===== config.mk =====
export PLATFORM = sky130hd
export DESIGN_NAME = display_arbiter
export DESIGN_NICKNAME = d
export VERILOG_FILES = /design/src/rtl/display_pkg.sv /design/src/rtl/display_arbiter_hold_timer.sv /design/src/rtl/display_arbiter.sv
export SDC_FILE = /design/constraint.sdc
export NUM_CORES = 1
export LEC_CHECK = 0
export CORE_MARGIN = 10
export CORE_UTILIZATION = 41
export CTS_CLUSTER_SIZE = 25
export DETAILED_ROUTE_END_ITERATION = 6
export PLACE_DENSITY = 0.76
export SETUP_SLACK_MARGIN = 0.15
export SYNTH_ARGS = -nofsm -noshare
export SYNTH_HDL_FRONTEND = slang
export SYNTH_HIERARCHICAL = 1
export SYNTH_SLANG_ARGS = --single-unit
export TNS_END_PERCENT = 1

===== constraint.sdc =====
create_clock -name clk -period 2.7 [get_ports clk]
set_clock_uncertainty 0.15 [all_clocks]
set_input_delay 0.54 -clock clk [delete_from_list [all_inputs] [get_ports clk]]
set_output_delay 0.54 -clock clk [all_outputs]
set_load 0.03 [all_outputs]

===== src/rtl/display_pkg.sv =====
// Shared owner codes, FSM states and display width
// for the LED display arbiter.
package display_pkg;

  localparam int DISP_W = 16;

  typedef enum logic [1:0] {
    OWN_NONE = 2'd0,
    OWN_TX   = 2'd1,
    OWN_RX   = 2'd2,
    OWN_ERR  = 2'd3
  } owner_t;

  typedef enum logic [1:0] {
    IDLE     = 2'd0,
    SHOW_TX  = 2'd1,
    SHOW_RX  = 2'd2,
    SHOW_ERR = 2'd3
  } state_t;

endpackage


===== src/rtl/display_arbiter_hold_timer.sv =====
// Down-counter that sets how long a granted word stays
// on the display; it stops at zero and never wraps.
module hold_timer #(
  parameter int CNT_W = 16
) (
  input  logic             clk,
  input  logic             reset,
  input  logic             load,
  input  logic [CNT_W-1:0] load_val,
  output logic             expired
);

  logic [CNT_W-1:0] cnt;

  // load on grant, otherwise count down and stop at zero
  always_ff @(posedge clk) begin
    if (reset) begin
      cnt <= '0;
    end else if (load) begin
      cnt <= load_val;
    end else if (cnt != '0) begin
      cnt <= cnt - 1'b1;
    end
  end

  assign expired = (cnt == '0);

endmodule


===== src/rtl/display_arbiter.sv =====
// Arbitrates tx/rx/err onto the four-digit LED word:
// err pre-empts, tx and rx alternate round-robin.
module display_arbiter
  import display_pkg::*;
#(
  parameter int HOLD_CYCLES = 250,
  parameter int CNT_W       = 16
) (
  input  logic              clk,
  input  logic              reset,
  input  logic              req_tx,
  input  logic [DISP_W-1:0] data_tx,
  output logic              ack_tx,
  input  logic              req_rx,
  input  logic [DISP_W-1:0] data_rx,
  output logic              ack_rx,
  input  logic              err_flag,
  input  logic [DISP_W-1:0] err_code,
  output logic [DISP_W-1:0] signal_to_display,
  output logic [1:0]        owner,
  output logic              busy
);

  state_t            state, state_n;
  owner_t            own_q, own_n;
  owner_t            last_q, last_n;
  logic [DISP_W-1:0] disp_q, disp_n;
  logic              atx_q, atx_n;
  logic              arx_q, arx_n;
  logic              load, expired;
  logic              tx_win, rx_win;

  hold_timer #(
    .CNT_W(CNT_W)
  ) u_hold (
    .clk     (clk),
    .reset   (reset),
    .load    (load),
    .load_val(CNT_W'(HOLD_CYCLES - 1)),
    .expired (expired)
  );

  // tx wins a tie only when rx was granted last
  assign tx_win = req_tx &&
                  (!req_rx || last_q == OWN_RX);
  assign rx_win = req_rx && !tx_win;

  // next-state, grant and output-word selection
  always_comb begin
    state_n = state;
    own_n   = own_q;
    last_n  = last_q;
    disp_n  = disp_q;
    atx_n   = 1'b0;
    arx_n   = 1'b0;
    load    = 1'b0;
    if (err_flag) begin
      state_n = SHOW_ERR;
      own_n   = OWN_ERR;
      disp_n  = err_code;
    end else begin
      unique case (state)
        IDLE: begin
          unique case (1'b1)
            tx_win: begin
              state_n = SHOW_TX;
              own_n   = OWN_TX;
              last_n  = OWN_TX;
              disp_n  = data_tx;
              atx_n   = 1'b1;
              load    = 1'b1;
            end
            rx_win: begin
              state_n = SHOW_RX;
              own_n   = OWN_RX;
              last_n  = OWN_RX;
              disp_n  = data_rx;
              arx_n   = 1'b1;
              load    = 1'b1;
            end
            default: ;
          endcase
        end
        SHOW_TX, SHOW_RX: begin
          if (expired) begin
            state_n = IDLE;
            own_n   = OWN_NONE;
          end
        end
        SHOW_ERR: begin
          state_n = IDLE;
          own_n   = OWN_NONE;
        end
        default: state_n = IDLE;
      endcase
    end
  end

  // state and registered outputs
  always_ff @(posedge clk) begin
    if (reset) begin
      state  <= IDLE;
      own_q  <= OWN_NONE;
      last_q <= OWN_RX;
      disp_q <= '0;
      atx_q  <= 1'b0;
      arx_q  <= 1'b0;
    end else begin
      state  <= state_n;
      own_q  <= own_n;
      last_q <= last_n;
      disp_q <= disp_n;
      atx_q  <= atx_n;
      arx_q  <= arx_n;
    end
  end

  assign signal_to_display = disp_q;
  assign owner             = own_q;
  assign ack_tx            = atx_q;
  assign ack_rx            = arx_q;
  assign busy              = (state != IDLE);

endmodule


# ---- Word-level counts from Yosys, hierarchy flattened
# Cells that the tools add are included.
dict set report op_classes {
  n_addsub 1
  n_mul 0
  div 0
  magnitude_cmp 0
  n_eq_ne 6
  shifts 0
  n_mux 14
  bitwise_logic 2
  reduce_logical 20
}
# cell count
set op_table {}
lappend op_table {{$mux W16} 2}
lappend op_table {{$pmux W16 S2} 1}
lappend op_table {{$logic_not A16 Y1} 1}
lappend op_table {{$mux W8} 2}
lappend op_table {{$reduce_bool A16 Y1} 1}
lappend op_table {{$sub A16 B1 Y16 const B} 1}
lappend op_table {{$reduce_bool A2 Y1} 4}
lappend op_table {{$eq A2 B2 Y1 const B} 3}
lappend op_table {{$pmux W2 S3} 1}
lappend op_table {{$reduce_or A2 Y1} 3}
lappend op_table {{$mux W1} 5}
lappend op_table {{$mux W2} 2}
lappend op_table {{$ne A4 B4 Y1 const B} 1}
lappend op_table {{$pmux W2 S2} 1}
lappend op_table {{$reduce_and A2 Y1} 2}
lappend op_table {{$ne A3 B3 Y1 const B} 1}
lappend op_table {{$reduce_and A3 Y1} 1}
lappend op_table {{$reduce_bool A3 Y1} 1}
lappend op_table {{$reduce_or A3 Y1} 1}
lappend op_table {{$eq A2 B1 Y1 const B} 1}
lappend op_table {{$logic_and A1 B1 Y1} 2}
lappend op_table {{$logic_not A1 Y1} 2}
lappend op_table {{$logic_not A2 Y1} 1}
lappend op_table {{$not A1 Y1} 2}
lappend op_table {{$logic_or A1 B1 Y1} 1}
dict set report word_totals {
  register_bits 38
  latchBits 0
  ram_bits 0
  romBits 0
  in_bits 53
  output_inout_bits 21
  word_cells 50
  n_memories 0
}

# ---- Logic depth before layout (Yosys ltp)
dict set report logic_depth {
  depth_word 10
  depth_mapped 10
  ltp_nobuf 9
}

# ---- By module
# Netlist, hierarchy kept.
# module n_inst cells_per_inst area_each_um2 seq_area_each_um2
set modules_own_cells {}
lappend modules_own_cells {display_arbiter 1 142 1224.9 440.4}
lappend modules_own_cells {hold_timer 1 116 964.7 320.3}

# ---- Worst setup path before layout
# No wires, ideal clock.
dict set report synth_timing {
  path_kind {reg-to-reg}
  startpoint {reg u_hold.cnt[0]}
  endpoint {reg own_q[0], in the netlist owner[0]}
  setup_time_ps 129
  arrival_time_ps 2232
  t_required_ps 2421
  slack_ps 189
  path_stages_with_launch 10
  n_path_buf 0
  period_less_slack_ps 2511
  path_cell_list {dfxtp_1 > inv_1 > ha_1 > or3b_2 > or4_4 > nor2_1 > nor2b_1 > a21o_1 > a221oi_2 > nor2_1}
}
dict set report synth_between {
  elab_chain_len 3
}
# item line_no
set synth_lines {}
lappend synth_lines {{start, declared} display_arbiter_hold_timer.sv:13} ;# logic [CNT_W-1:0] cnt;
lappend synth_lines {{start signal, assigned} display_arbiter_hold_timer.sv:20} ;# cnt <= load_val;
lappend synth_lines {{start signal, assigned} display_arbiter_hold_timer.sv:22} ;# cnt <= cnt - 1'b1;
lappend synth_lines {{$logic_not A16 Y1} display_arbiter_hold_timer.sv:26} ;# assign expired = (cnt == '0);
lappend synth_lines {{net expired} display_arbiter.sv:30} ;# logic load, expired;
lappend synth_lines {{$ne A3 B3 Y1 (no source line)} n/a}
lappend synth_lines {{$reduce_and A2 Y1 (no source line)} n/a}
lappend synth_lines {{end signal, assigned} display_arbiter.sv:110} ;# own_q <= own_n;
lappend synth_lines {{end, declared} display_arbiter.sv:25} ;# owner_t own_q, own_n;
# The timed path passes the listed nets, and every way through them passes these cells.
# A chain may end at the register's enable or synchronous reset.

==> impl_metrics.tcl <==
set metrics [dict create \
    critPathRequiredTime_ps 2010 \
    initial_core_util_pct 42.6 \
    ys_types 55 \
    placementRows 26 \
    n_antenna_cell 0 \
    dr.pass1.iters 4 \
    io_buffers 73 \
    run_status "finished clean" \
    hold_viol 0 \
    ys_warn_count 6 \
    seq_area_frac_synth_pct 34.7 \
    synthToLayoutAreaGrowth_pct 44.2 \
    tightest_slew_ps 884 \
    clk_pin_slew_ps 70 \
    ios 74 \
    core_sq_um 5140 \
    drtIter0Drc 111 \
    drv_cap 0 \
    setup_slack_ps 258 \
    htree_levels 2 \
    instances_no_fill 422 \
    grt_pass1_vias 2191 \
    tns_ps 0 \
    cts-hold-fix-buffers 0 \
    ys_seq_elements 38 \
    cts_root_buffer "clkbuf_8" \
    synth_flop_cell "dfxtp_1" \
    pre_cts_ws_ps 74.2 \
    drive_above_1_share_pct 11.6 \
    overflow 0 \
    fin_crit_sh_pct 90.5 \
    die_w_microns 93.1 \
    grt_max_degree 37 \
    max_stage_delay_ps 690 \
    fmax_mhz 409 \
    crit_slowest_cell "clkdlybuf4s50_1" \
    crit_buf_inv 3 \
    p_leak_nw 1.18 \
    drcViolationCount 0 \
    insertion_delay_ps 280 \
    cts_max_path_buffers 2 \
    mostFrequentLayoutCell "clkdlybuf4s50_1" \
    gp_congestion 0.897 \
    crit_path_end_kind "output pin" \
    drv_slew 0 \
    slew_headroom_pct 40.5 \
    async_flop_share_pct 0 \
    cts_tree "yes" \
    wirelength_microns 6600 \
    cellPowerDensity_nw_per_um2 828 \
    rsz0062_at_grt "no" \
    ant_nets 0 \
    netlist_instances 258 \
    timing.critical_path.mode_cell "inv_1" \
    finalSetupViolations 0 \
    crit_family "buffers and inverters" \
    synth_edf_count 0 \
    mostFrequentLayoutCells "clkdlybuf4s50_1, dfxtp_1, nand2_1" \
    final_nets 407 \
    hp-class "register to register" \
    antenna_found_initial 0 \
    vias 2211 \
    cts_made_buffers 5 \
    worst-setup-path-type "register to output pin" \
    hpwl_microns 5010 \
    cts_sinks 38 \
    routedWlPerCell_microns 15.6 \
    die_area_sq_um 8660 \
    syn_area_per_cell_sq_um 8.49 \
    viasPerCell 5.24 \
    min_period_ps 2440 \
    grt_pass1_wl_microns 10400 \
    track_usage_pct 14.8 \
    hold-worst-slack_ps 316 \
    start_kind "register" \
    die_h_microns 93.1 \
    arrival_ps 1750 \
    ir_drop_v 0.000438 \
    place_inst 414 \
    synth_area_sq_um 2190 \
    crit_chain "inv_1, ha_1, inv_1, clkdlybuf4s50_1" \
    worstPathMaxFanout 5 \
]
==> cells in the mapped netlist (2+ instances only) <==
cell / instances / area [sq um]
dfxtp_1: 38 / 761
nand2_1: 33 / 124
a211oi_1: 16 / 120
a21oi_1: 16 / 80.1
nand3_1: 12 / 60.1
o31ai_1: 11 / 82.6
and3_1: 10 / 62.6
nor2_1: 10 / 37.5
nor2b_1: 10 / 62.6
o21ai_0: 8 / 40.0
xnor2_1: 8 / 70.1
a311oi_1: 7 / 61.3
nor3_1: 7 / 35.0
inv_1: 6 / 22.5
clkbuf_1: 5 / 18.8
buf_2: 4 / 20.0
buf_6: 4 / 45.0
buf_4: 3 / 22.5
o21ai_1: 3 / 15.0
a21o_1: 2 / 15.0
a221oi_1: 2 / 17.5
a221oi_2: 2 / 30.0
conb_1: 2 / 7.51
ha_1: 2 / 25.0
nand4_1: 2 / 12.5
nor4_1: 2 / 12.5
nor4_4: 2 / 42.5
or3_1: 2 / 12.5
or4_2: 2 / 17.5
or4_4: 2 / 22.5
==> path summary, 6_finish.rpt <==
path | start | slack [ps] | to | depth (start not counted)
setup / recovery | owner[0] | 260 | busy | 4
hold / removal | signal_to_display[2] | 320 | signal_to_display[2] | 2
setup reg to reg | u_hold/cnt[1] | 260 | owner[1] | 9
hold reg to reg | signal_to_display[2] | 320 | signal_to_display[2] | 2
==> cell families after synthesis <==
kind of cell    synth area share, %
simple gates                   27.4
compound gates                 26.6
flops                          34.7
buf+inv                        6.11
xor+xnor                       3.60
fa+ha+maj                      1.14
other cells                   0.343
==> registers in the layout (all words and copies together), names as in the netlist <==
name,cells
u_hold/cnt,16
signal_to_display,16
ack_rx,1
last_q,2
owner,2
ack_tx,1
==> through the flow <==
step	total power [mW]	instance area, sq um	util [%]
5_1_grt	2.79	3160	61.4
6_report	2.62	3160	61.4
3_3_place_gp	2.16	3050	59.3
4_1_cts	2.58	3140	61.1
3_5_place_dp	2.18	3050	59.3
2_1_floorplan	1.85	2260	-
==> worst reg2reg max path, cell delays in order, from the launching register on <==
cell and delay, ps:
dfxtp_1 340, inv_2 80, ha_4 140, or3b_4 380, or4_4 550, nor2_4 150
nor2b_1 80, a21o_1 190, a221oi_2 220, nor2_1 60
==> per-layer routing <==
metal  wire (microns)  share of wire (%)  GRT usage, %
met5                0                  0             0
met1             2840                 43          16.7
met3              310                4.7          4.64
met4              146                2.2          5.91
met2             3300                 50          25.4
==> power by group <==
| part | switching (mW) | internal, mW |
|---|---|---|
| logic | 0.731 | 0.658 |
| registers | 0.154 | 0.708 |
| clock network | 0.186 | 0.178 |
| total | 1.07 | 1.54 |
==> area by class of cell <==
class / count / area (sq um)
fillers: 511 / 1980
multi-input cells: 216 / 1390
repair buffers: 85 / 821
flip-flops and latches: 38 / 762
well taps: 70 / 87.6
clock buffers: 7 / 76.3
inverters: 6 / 22.5
==> what timing repair did <==
action | 4_1_cts | 5_1_grt
setup endpoints to repair | 2 | 3
resized for setup | 2 | 6
buffers inserted | 1 | 0
pin swaps | 1 | 3
Power figures use the tool's default switching activity.
==> variant 1: new RTL, same flow settings <==
`CNT_W` is set to 16 in 2 places; all go to 18.
--- a/src/rtl/display_arbiter_hold_timer.sv
+++ b/src/rtl/display_arbiter_hold_timer.sv
@@ -1,7 +1,7 @@
 // Down-counter that sets how long a granted word stays
 // on the display; it stops at zero and never wraps.
 module hold_timer #(
-  parameter int CNT_W = 16
+  parameter int CNT_W = 18
 ) (
   input  logic             clk,
   input  logic             reset,
--- a/src/rtl/display_arbiter.sv
+++ b/src/rtl/display_arbiter.sv
@@ -4,7 +4,7 @@
   import display_pkg::*;
 #(
   parameter int HOLD_CYCLES = 250,
-  parameter int CNT_W       = 16
+  parameter int CNT_W       = 18
 ) (
   input  logic              clk,
   input  logic              reset,
Formal check against the unedited RTL: same outputs for any inputs over 10 cycles, from zero or initial values and one cycle with reset high; that may be too few to reach the edited logic, so the function may still have changed.
==> variant 1 against the original RTL <==
- total power fell by 7.7%
- maximum frequency shrank 1.8%
- sequential cell count grew 2
- worst setup slack got worse by 0.046 ns
- final area grew 1.0%
- combinational power decreased by 19%
- largest power group unchanged
- wire length fell by 1.6%
- synthesized area up 1.3%
==> variant 1: results (changes against the original RTL) <==
run_status: "finished, final reports clean"  # unchanged
critPathMaxFanout: 5  # unchanged
grt_use_total_pct: 14.7  # was 14.8%
finish.net_count: 414  # was 407
r2r_cells: 7  # was 9
clkLatencyLatePin_ns: 0.29
yosysWarningCount: 6  # unchanged
gp_routability_congestion: 0.858  # was 0.897
grt_max_degree: 22  # was 37
yosys-top-cells-count: "40 x sky130_fd_sc_hd__dfxtp_1, 35 x sky130_fd_sc_hd__nand2_1, 17 x sky130_fd_sc_hd__a211oi_1, 17 x sky130_fd_sc_hd__a21oi_1, 12 x sky130_fd_sc_hd__o21ai_0"  # was 38 x sky130_fd_sc_hd__dfxtp_1, 33 x sky130_fd_sc_hd__nand2_1, 16 x sky130_fd_sc_hd__a211oi_1, 16 x sky130_fd_sc_hd__a21oi_1, 12 x sky130_fd_sc_hd__nand3_1
cp.arrival_ns: 1.80  # was 1.75 ns
detail_route.vias_per_cell: 5.14  # was 5.24
critical_path.top_delay_family: "buffers and inverters"  # unchanged
fill_cell_total_of_the_finished_layout: 453  # was 511
synth_seq_area_share_pct: 36.1  # was 34.7%
yosys_most_used_dff: "sky130_fd_sc_hd__dfxtp_1"  # unchanged
synthDistinctLibCells: 48  # was 55
max_root_sink_buffers: 2  # unchanged
p_leak_nw: 1.22  # was 1.18 nW
initial_antenna_violation_count: 0  # unchanged
antenna_cells_inserted: 0  # unchanged
synth.area.top_cells: "sky130_fd_sc_hd__dfxtp_1 36%, sky130_fd_sc_hd__nand2_1 5.9%, sky130_fd_sc_hd__a211oi_1 5.8%, sky130_fd_sc_hd__a21oi_1 3.8%, sky130_fd_sc_hd__xnor2_1 3.2%"  # was sky130_fd_sc_hd__dfxtp_1 35%, sky130_fd_sc_hd__nand2_1 5.7%, sky130_fd_sc_hd__a211oi_1 5.5%, sky130_fd_sc_hd__o31ai_1 3.8%, sky130_fd_sc_hd__a21oi_1 3.7%
irDropWorstVdd_uv: 465  # was 438 uV
hold_depth: 2  # unchanged
placed_area_um2: 3090  # was 3050 um^2
timing.hold.worst.class: "reg -> reg"  # unchanged
number_of_global_route_vias_before_repair: 2178  # was 2191
final_core_utilization_pct: 61.7  # was 61.4%
postSynthCellCount: 267  # was 258
post-dp-hpwl_um: 4790  # was 5010 um
grt_first_pass_wirelength_um: 10600  # was 10400 um
cpMaxStageDelayCell: "sky130_fd_sc_hd__clkdlybuf4s50_1"  # unchanged
drt_first_iter_violations: 185  # was 111
cts.clk_slew.worst_paths_ns: 0.08
largest_register_ff_count: 18
placed_cells: 422  # was 414
layout-drive-gt1-share_pct: 10.0  # was 11.6%
routed_wire_length_per_instance_um: 15.1  # was 15.6 um
layoutNonFillerInstCount: 430  # was 422
netSwitchingPower_uw: 947  # was 1.07 mW
[variant 1: final timing paths]
| path | slack, ns | startpoint | endpoint |
|---|---|---|---|
| setup / recovery | 0.21 | owner[0] | busy |
| hold / removal | 0.32 | signal_to_display[6] | signal_to_display[6] |
| setup reg to reg | 0.31 | u_hold/cnt[12] | owner[1] |
| hold reg to reg | 0.32 | signal_to_display[6] | signal_to_display[6] |
[variant 1: timing repair]
action	in CTS	in global routing
gates resized for setup	0	1
buffers inserted	0	0
endpoints found under the setup margin	0	3
[variant 1: layer usage]
layer / vias up / share of wire (%) / track usage, %
met4: 0 / 0.52 / 4.18
met2: 76 / 46 / 22.4
met5: - / 0 / 0
met1: 989 / 47 / 20.2
met3: 2 / 6.4 / 3.28
li1: 1144 / - / -
[variant 1: layout make-up]
class                   count  area share, %
clock buffers               6           2.59
clock inverters             2          0.314
inverters                   9           1.06
multi-input cells         218           42.1
flip-flops and latches     40           25.1
well taps                  70           2.75
repair buffers             85           26.1
[variant 1: tightest hold or removal path: stages, from the launching register on]
cell and delay [ns]:
sky130_fd_sc_hd__dfxtp_1 0.31, sky130_fd_sc_hd__nand3_1 0.06, sky130_fd_sc_hd__o31ai_1 0.05
[variant 1: power groups by stage]
stage          Sequential (mW)  Combinational, mW  Clock [mW]
2_1_floorplan            0.904              0.765           0
3_3_place_gp             0.875               1.09           0
3_5_place_dp             0.880               1.09           0
4_1_cts                  0.867               1.11       0.434
5_1_grt                  0.896               1.24       0.461
6_report                 0.869               1.13       0.420
[variant 1: logic make-up after synthesis]
kind of cell	synth area share, %
DFF	36.1
buffers and inverters	6.32
muxes	0.508
other	0.339
AOI/OAI and AO/OA	25.0
xor gates and xnor gates	3.95
and+or+nand+nor	26.6
adders and majority gates	1.13
[variant 1: through the flow]
| stage | total power, mW | setup WS [ns] |
|---|---|---|
| floorplan | 1.67 | 0.463 |
| global placement | 1.97 | 0.380 |
| detailed placement | 1.97 | 0.305 |
| CTS | 2.41 | 0.205 |
| global route | 2.60 | 0.150 |
| finish | 2.41 | 0.212 |
==> variant 2: new RTL, same settings <==
Made on the original files. Re-encode `state_t` (4 states) as one-hot, 4 bits wide.
--- a/src/rtl/display_pkg.sv
+++ b/src/rtl/display_pkg.sv
@@ -11,11 +11,11 @@
     OWN_ERR  = 2'd3
   } owner_t;
 
-  typedef enum logic [1:0] {
-    IDLE     = 2'd0,
-    SHOW_TX  = 2'd1,
-    SHOW_RX  = 2'd2,
-    SHOW_ERR = 2'd3
+  typedef enum logic [3:0] {
+    IDLE     = 4'b0001,
+    SHOW_TX  = 4'b0010,
+    SHOW_RX  = 4'b0100,
+    SHOW_ERR = 4'b1000
   } state_t;
 
 endpackage
Formal check against the unedited RTL: same outputs for any inputs over 10 cycles, from zero or initial values and one cycle with reset high; not proved beyond that.
==> variant 2 against the original RTL <==
- core utilization shrank 1.7 points
- synthesized area grew 4.7%
- final area grew 3.6%
- synthesized cell count shrank 2.7%
- wire length shrank 5.9%
- total power shrank 6.1%
- sequential cell count grew 4
- worst setup slack gained 0.080 ns
- highest routed layer unchanged
==> variant 2: results (changes against the original RTL) <==
run_status: "finished, final reports clean"  # unchanged
finish.net_count: 392  # was 407
drt_first_iter_violations: 86  # was 111
grt_use_total_pct: 13.4  # was 14.8%
p_leak_nw: 1.30  # was 1.18 nW
drt_pass1_iterations: 4  # unchanged
design_area_um2: 3270  # was 3160 um^2
slew-limit-headroom_pct: 64.3  # was 40.5%
synthesis.area_per_instance_um2: 9.13  # was 8.49 um^2
irDropWorstVdd_uv: 339  # was 438 uV
gp_routability_congestion: 0.780  # was 0.897
timing.hold.worst.class: "reg -> reg"  # unchanged
clkLatencyLatePin_ns: 0.30  # was 0.28 ns
placed_area_um2: 3160  # was 3050 um^2
synth.area.top_cells: "sky130_fd_sc_hd__dfxtp_1 37%, sky130_fd_sc_hd__mux2i_1 8.3%, sky130_fd_sc_hd__nand4b_1 6.9%, sky130_fd_sc_hd__o221ai_2 6.6%, sky130_fd_sc_hd__nand2_1 5.4%"  # was sky130_fd_sc_hd__dfxtp_1 35%, sky130_fd_sc_hd__nand2_1 5.7%, sky130_fd_sc_hd__a211oi_1 5.5%, sky130_fd_sc_hd__o31ai_1 3.8%, sky130_fd_sc_hd__a21oi_1 3.7%
layoutNonFillerInstCount: 411  # was 422
number_of_buffers_created_by_cts: 5  # unchanged
yosys-top-cells-count: "42 x sky130_fd_sc_hd__dfxtp_1, 33 x sky130_fd_sc_hd__nand2_1, 19 x sky130_fd_sc_hd__mux2i_1"  # was 38 x sky130_fd_sc_hd__dfxtp_1, 33 x sky130_fd_sc_hd__nand2_1, 16 x sky130_fd_sc_hd__a211oi_1, 16 x sky130_fd_sc_hd__a21oi_1, 12 x sky130_fd_sc_hd__nand3_1
cp.arrival_ns: 1.67  # was 1.75 ns
netSwitchingPower_uw: 918  # was 1.07 mW
slowest_delay_ns: 0.60  # was 0.69 ns
root_buffer: "sky130_fd_sc_hd__clkbuf_8"  # unchanged
routed_wire_length_per_instance_um: 15.1  # was 15.6 um
antenna_cells_inserted: 0  # unchanged
synth_seq_area_share_pct: 36.7  # was 34.7%
cts-htree-levels: 2  # unchanged
cts.clk_slew.worst_paths_ns: 0.08
synthDistinctLibCells: 50  # was 55
fill_cell_total_of_the_finished_layout: 490  # was 511
initial_antenna_violation_count: 0  # unchanged
via_count: 2134  # was 2211
max_root_sink_buffers: 2  # unchanged
yosysWarningCount: 6  # unchanged
critical_path.top_delay_family: "buffers and inverters"  # unchanged
grt_first_pass_wirelength_um: 9740  # was 10400 um
placement.setup.worst_slack_ns: 0.0339  # was 0.0742 ns
placed_cells: 403  # was 414
cpMaxStageDelayCell: "sky130_fd_sc_hd__clkdlybuf4s50_1"  # unchanged
layout-drive-gt1-share_pct: 11.5  # was 11.6%
placement.io_buffers: 73  # unchanged
post-dp-hpwl_um: 4690  # was 5010 um
yosys_most_used_dff: "sky130_fd_sc_hd__dfxtp_1"  # unchanged
cts_post_setup_buffers_inserted: 0  # was 1
grt_max_degree: 38  # was 37
post_synthesis_async_set_or_reset_flop_share_pct: 0  # unchanged
critPathMaxFanout: 4  # was 5
-- variant 2: changes by cell type after synthesis, moves of 10 or more --
cell                       change
sky130_fd_sc_hd__and3_1       -10
sky130_fd_sc_hd__a21oi_1      -10
sky130_fd_sc_hd__o221ai_2     +10
sky130_fd_sc_hd__a211oi_1     -15
sky130_fd_sc_hd__o31ai_1      -10
sky130_fd_sc_hd__nand4b_1     +18
sky130_fd_sc_hd__mux2i_1      +19
-- variant 2: what timing repair did --
action | in CTS | in global routing
endpoints found under the hold margin | 0 | 0
resized for setup | 0 | 1
endpoints found under the setup margin | 0 | 4
-- variant 2: power by group through the flow --
stage                     logic (mW)  registers (mW)  clock network (mW)
after floorplan                0.738           0.940                   0
after global routing            1.17           0.939               0.531
after CTS                       1.05           0.920               0.502
after detailed placement        1.05           0.932                   0
after global placement          1.03           0.931                   0
final                           1.04           0.921               0.490
-- variant 2: cells by family after synthesis --
kind of cell             after synthesis  synth area share, %
multiplexers                          19                 8.30
XOR/XNOR                              12                 4.59
buffers and inverters                 22                 4.20
other                                  2                0.328
AO/OA/AOI/OAI                         50                 18.1
AND/OR/NAND/NOR                      103                 27.3
adder cells (fa/ha/maj)                1                0.546
flip-flops                            42                 36.7
-- variant 2: worst register-to-register path, stage by stage, from the launching register on --
cell and delay, ns:
sky130_fd_sc_hd__dfxtp_1 0.37, sky130_fd_sc_hd__nor4b_4 0.30, sky130_fd_sc_hd__inv_2 0.10, sky130_fd_sc_hd__nor3_2 0.38
sky130_fd_sc_hd__nor2b_2 0.52, sky130_fd_sc_hd__nand2_1 0.10, sky130_fd_sc_hd__o21ai_0 0.09
-- variant 2: path summary, 6_finish.rpt --
kind	startpoint	end	slack, ns	cells past startpoint
max reg2reg	state[2]	u_hold/cnt[6]	0.60	6
min	last_q[0]	last_q[0]	0.33	1
min reg2reg	last_q[0]	last_q[0]	0.33	1
max	state[2]	busy	0.34	3
-- variant 2: cell type report --
cell class	instances	area share (%)
timing repair buffer	82	24.4
multi-input combinational	201	43.1
clock buffer	5	2.10
clock inverter	3	1.22
tap	72	2.75
sequential	42	25.7
inverter	6	0.689
-- variant 2: per-layer routing --
layer  up-vias  GRT usage, %  routed length, um
met4         0          5.36                 89
li1       1090             -                  -
met2        47          22.0               3060
met1       992          15.6               2670
met3         5          5.00                392
met5         -             0                  0
